**config.mk**
```make
export PLATFORM = sky130hd
export DESIGN_NAME = adder_driver
export DESIGN_NICKNAME = d
export VERILOG_FILES = /design/src/rtl/adder_driver.sv
export SDC_FILE = /design/constraint.sdc
export NUM_CORES = 1
export LEC_CHECK = 0
export ABC_AREA = 1
export BUFFER_PORTS_ARGS = -buffer_cell sky130_fd_sc_hd__buf_4
export CAP_MARGIN = 5
export CORE_MARGIN = 2
export CORE_UTILIZATION = 25
export DETAILED_ROUTE_END_ITERATION = 10
export RECOVER_POWER = 25
export REMOVE_ABC_BUFFERS = 1
export SYNTH_ARGS = -nofsm -noshare
export SYNTH_HDL_FRONTEND = slang
export SYNTH_SLANG_ARGS = --single-unit
```
**constraint.sdc**
```tcl
create_clock -name clk -period 1.31 [get_ports clk]
set_clock_uncertainty 0.15 [all_clocks]
set_input_delay 0.131 -clock clk [delete_from_list [all_inputs] [get_ports clk]]
set_output_delay 0.131 -clock clk [all_outputs]
set_load 0.01 [all_outputs]
```
**src/rtl/adder_driver.sv**
```systemverilog
// Drives an external compute unit: latches an operand pair, pulses start, waits for done, then holds the result until it is taken.
// Optional WAIT-state timeout is enabled by defining ADDER_DRIVER_TIMEOUT_EN.
module adder_driver #(
    parameter int N       = 8,
    parameter int TIMEOUT = 15
) (
    input  logic         clk,
    input  logic         reset,
    input  logic         in_valid,
    output logic         in_ready,
    input  logic [N-1:0] in_a,
    input  logic [N-1:0] in_b,
    output logic         start,
    output logic [N-1:0] a_out,
    output logic [N-1:0] b_out,
    input  logic         done,
    input  logic [N:0]   result_in,
    output logic         out_valid,
    input  logic         out_ready,
    output logic [N:0]   out_data,
    output logic         busy,
    output logic         err_timeout,
    output logic [15:0]  ops_count
);

    localparam logic [1:0] IDLE  = 2'd0;
    localparam logic [1:0] ISSUE = 2'd1;
    localparam logic [1:0] WAIT  = 2'd2;
    localparam logic [1:0] HOLD  = 2'd3;

    logic [1:0] state;
    logic       wait_expire;

    assign in_ready = (state == IDLE);
    assign start    = (state == ISSUE);
    assign busy     = (state != IDLE);

    always_ff @(posedge clk) begin
        if (reset) begin
            state     <= IDLE;
            out_valid <= 1'b0;
            out_data  <= '0;
            a_out     <= '0;
            b_out     <= '0;
            ops_count <= '0;
        end else begin
            case (state)
                IDLE: begin
                    if (in_valid) begin
                        a_out <= in_a;
                        b_out <= in_b;
                        state <= ISSUE;
                    end
                end
                ISSUE: state <= WAIT;
                WAIT: begin
                    // done wins over an expiring timeout in the same cycle
                    if (done) begin
                        out_data  <= result_in;
                        out_valid <= 1'b1;
                        ops_count <= ops_count + 16'd1;
                        state     <= HOLD;
                    end else if (wait_expire) begin
                        state <= IDLE;
                    end
                end
                HOLD: begin
                    if (out_ready) begin
                        out_valid <= 1'b0;
                        state     <= IDLE;
                    end
                end
                default: state <= IDLE;
            endcase
        end
    end

`ifdef ADDER_DRIVER_TIMEOUT_EN
    logic [7:0] wait_cnt;
    logic       err_q;

    // Expires on the TIMEOUT-th consecutive WAIT cycle without done.
    assign wait_expire = (state == WAIT) && !done && (wait_cnt == 8'(TIMEOUT - 1));
    assign err_timeout = err_q;

    always_ff @(posedge clk) begin
        if (reset) begin
            wait_cnt <= '0;
            err_q    <= 1'b0;
        end else begin
            if (state == ISSUE)
                wait_cnt <= '0;
            else if ((state == WAIT) && !done)
                wait_cnt <= wait_cnt + 8'd1;
            if (wait_expire)
                err_q <= 1'b1;
        end
    end
`else
    assign wait_expire = 1'b0;
    assign err_timeout = 1'b0;
`endif

endmodule
```
# == After elaboration in Yosys (flattened, before gate mapping) ==
# Index checks and enable logic that the tools add are counted.
# word_totals
register_bits,44
input_bits,30
output_inout_bits,46
elab_cells,27
# classes
n_addsub,1
eq_ne,6
n_mux,7
reduce_logical,7
# ops
operator,n
"adder 16 x 1 -> 16 bit, second input constant",1
case mux 2 bit (4 select lines),1
two-way mux 2 bit,3
"inequality test 2 bit, second input constant",3
AND reduction 3 bit,2
"== test 2 bit, second input constant",2
AND reduction 2 bit,2
nonzero test 2 bit,2
"== test 2 x 1 -> 1 bit, second input constant",1
logical NOT 2 bit,1
two-way mux 1 bit,2
case mux 1 bit (2 select lines),1

# == Logic depth before layout (Yosys ltp) ==
# depth
depth_word,3
mapped_depth,9
mapped_depth_nobuf,9

# == Worst setup path after synthesis ==
# No wires, ideal clock.
# synth_timing
path_kind,register -> register
start,register state[0]
end,register a_out[0]
setup_ns,0.116
arrival_ns,1.209
t_required_ns,1.044
setup_slack_ns,-0.164
stages_incl_launch_ff,8
path_buffers,1
period_less_slack_ns,1.474
path_cell_list,dfxtp_1 > inv_1 > ha_1 > nand2_1 > inv_1 > buf_4 > nor2_1 > nor2_1
# synth_via
elab_chain_cells,2
# synth_rtl
element,line_no,rtl
from (decl),31,logic [1:0] state;
from (signal assigned),40,state <= IDLE;
from (signal assigned),52,state <= ISSUE;
from (signal assigned),55,ISSUE: state <= WAIT;
logical NOT 2 bit,--,
via in_ready,10,"output logic in_ready,"
AND reduction 2 bit (no source line),--,
to (signal assigned),50,a_out <= in_a;
to (decl),14,"output logic [N-1:0] a_out,"
# The timed path passes the listed nets, and every way through them passes these cells.
# A chain may end at the register's enable or synchronous reset.

# == Worst setup path after layout ==
# layout_timing
start,register state[1]
end,output port in_ready
# layout_via
elab_chain_cells,1
# layout_rtl
element,line_no,rtl
logical NOT 2 bit,34,assign in_ready = (state == IDLE);
to (decl),10,
# Every way passes these cells.

==> flow_metrics.tcl <==
set metrics [dict create \
    instances_no_fill 479 \
    grt_pass1_wl_um 8680 \
    dp_cells 442 \
    synth-edff-count 0 \
    yosysTopAreaCell "dfxtp_1" \
    area_growth_pct 76.8 \
    status "complete, but fails checks" \
    rsz0062_at_grt "yes" \
    hold_path.class "input pin to register" \
    setup.worst_path.class "register to primary output" \
    gr-usage-all-layers_pct 12.8 \
    synthCells 259 \
    synthTopCellsByArea "dfxtp_1 47%, nor2_1 15%, o21ai_0 8.5%, nand2_1 6.6%, inv_1 4.4%" \
    async_reset_ff_share_pct 0 \
    die_h_um 90.8 \
    vdd_drop_max_v 0.000947 \
    tritoncts "yes" \
    core-area_um2 7290 \
    placed_area_um2 2670 \
    cts.clk_slew.worst_paths_ps 80 \
    regArea_um2 890 \
    synthTopCellsByCount "74 x nor2_1, 44 x dfxtp_1, 33 x nand2_1" \
    clock-sinks 44 \
    power.share.combinational_pct 40.9 \
    critPathRequiredTime_ps 1030 \
    ios 76 \
    fin_crit_ps 1420 \
    numCtsBuffers 5 \
    fp.dieArea_um2 8240 \
    cts_root_buffer "clkbuf_8" \
    routed_wirelength_um 5490 \
    post-route-period-util_pct 108 \
    failed_checks "negative setup slack" \
    htree_levels 2 \
    yosysMostFrequentCell "nor2_1" \
    clk_latency_ps 300 \
    swShare_pct 34.1 \
    port_buffers 74 \
    core.rowCount 31 \
    clock_path_buffers 2 \
    setup_viol 33 \
    drcViolationCount 0 \
    fin_nets 414 \
    cp-end-kind "primary output" \
    syn_avg_cell_area_um2 7.27 \
    internal_power_w 0.00323 \
    grt_start_max_net_pins 30 \
    p_switching_w 0.00167 \
    leakage_nw 1.40 \
    synth_top_area_share_pct 46.8 \
    drt-initial-drc-count 38 \
    grt_pass1_vias 1981 \
    yosys_warnings 0 \
    firstDrtPassIters 4 \
    gp_congestion 0.800 \
    antenna_left 0 \
    fmax_ghz 0.705 \
    wl_per_cell_um 11.5 \
    via_per_inst 4.31 \
    dieWidth_um 90.8 \
    setup_ws_ps -109 \
    syn-cell-area_um2 1880 \
    synth_flop_cell "dfxtp_1" \
    seqPwrFrac_pct 36.5 \
    start_util_pct 25.8 \
    hold_viol 0 \
    multi_input_area_um2 1090 \
    synth-seq-cells 44 \
    fill_cells 771 \
    place_hpwl_um 3570 \
    pre_cts_ws_ps -196 \
    worst-path-max-fanout 3 \
    synth_cell_type_count 26 \
    antenna_found_initial 0 \
    num_vias 2064 \
    synth-seq-area-share_pct 46.8 \
    slew_viol_final 0 \
    clock_power_share_pct 22.6 \
    r2r_slack_ps -70 \
    final_area_um2 3330 \
    grt-ovfl-total 0 \
    drive_above_1_share_pct 39.5 \
    worst-endpoint-arrival_ps 1140 \
    antenna_cells 0 \
    maxCapViolCount 0 \
    cp-start-kind "register" \
    power.density_nw_per_um2 1470 \
]
-- cell families after synthesis --
group / share of synthesized area, %
adders and majority gates: 3.32
and+or+nand+nor: 29.2
other: 0.199
xor gates and xnor gates: 0.930
buffers and inverters: 6.91
AOI/OAI and AO/OA: 12.6
DFF: 46.8
-- final cells by class --
type,count,share of cell area (%)
Tap cell,99,3.72
Clock inverter,2,1.16
Multi-Input combinational cell,183,32.7
Sequential cell,44,26.7
Inverter,23,2.86
Clock buffer,6,2.48
Timing Repair Buffer,122,30.4
-- repair_timing --
| action | 4_1_cts | 5_1_grt |
|---|---|---|
| endpoints found under the setup margin | 47 | 47 |
| buffers inserted | 1 | 0 |
| cloned | 0 | 1 |
| hold buffers | 27 | 0 |
| pin swaps | 4 | 8 |
| gates resized for setup | 31 | 53 |
| endpoints found under the hold margin | 31 | 0 |
-- worst paths after layout --
check | startpoint | endpoint | cells after the start
max | state[1] | in_ready | 4
min | out_ready | state[0] | 6
max reg2reg | state[1] | a_out[2] | 7
min reg2reg | out_data[4] | out_data[4] | 2
-- critical path, cell delays in order (launching register included) --
cell	delay [ps]
dfxtp_4	400
inv_4	50
ha_4	170
buf_6	110
buf_6	110
-- stage by stage --
| stage | hold slack (ps) | total power (W) | utilization [%] | TNS (ps) |
|---|---|---|---|---|
| global placement | 199 | 0.00313 | 36.7 | -4310 |
| floorplan | 50.1 | 0.00242 | - | -5970 |
| CTS | 37.6 | 0.00458 | 43.4 | -1730 |
| finish | 73.7 | 0.00490 | 45.7 | -1820 |
| detailed placement | 207 | 0.00315 | 36.7 | -5840 |
| global route | 131 | 0.00519 | 45.7 | -4820 |
-- power groups by stage --
stage / Sequential, W / Combinational (W) / Clock (W)
2_1_floorplan: 0.00181 / 0.000608 / 0
3_3_place_gp: 0.00172 / 0.00142 / 0
3_5_place_dp: 0.00172 / 0.00143 / 0
4_1_cts: 0.00172 / 0.00172 / 0.00114
5_1_grt: 0.00181 / 0.00219 / 0.00119
6_report: 0.00179 / 0.00200 / 0.00111
-- cell usage in the layout (no fill, tap or decap), drive strengths merged --
master       instances
buf                 84
nor2                79
dfxtp               44
nand2               37
o21ai               34
dlygate4sd3         27
inv                 22
clkbuf              17
a21oi                9
nand3                9
ha                   5
o21bai               2
xor2                 2
and2                 2
nor3b                1
clkinvlp             1
nand4                1
or2                  1
conb                 1
clkinv               1
bufinv               1
-- sequential cells by signal, summed over array words and instances (netlist names) --
register / count
ops_count: 16
out_data: 9
a_out: 8
b_out: 8
state: 2
out_valid: 1
-- per-layer routing --
layer | track usage [%] | wire length, um
met5 | 0 | 0
met3 | 3.59 | 244
met4 | 4.29 | 104
met2 | 22.9 | 2860
met1 | 14.5 | 2280
Note: power is estimated with default switching activity, not from simulation.
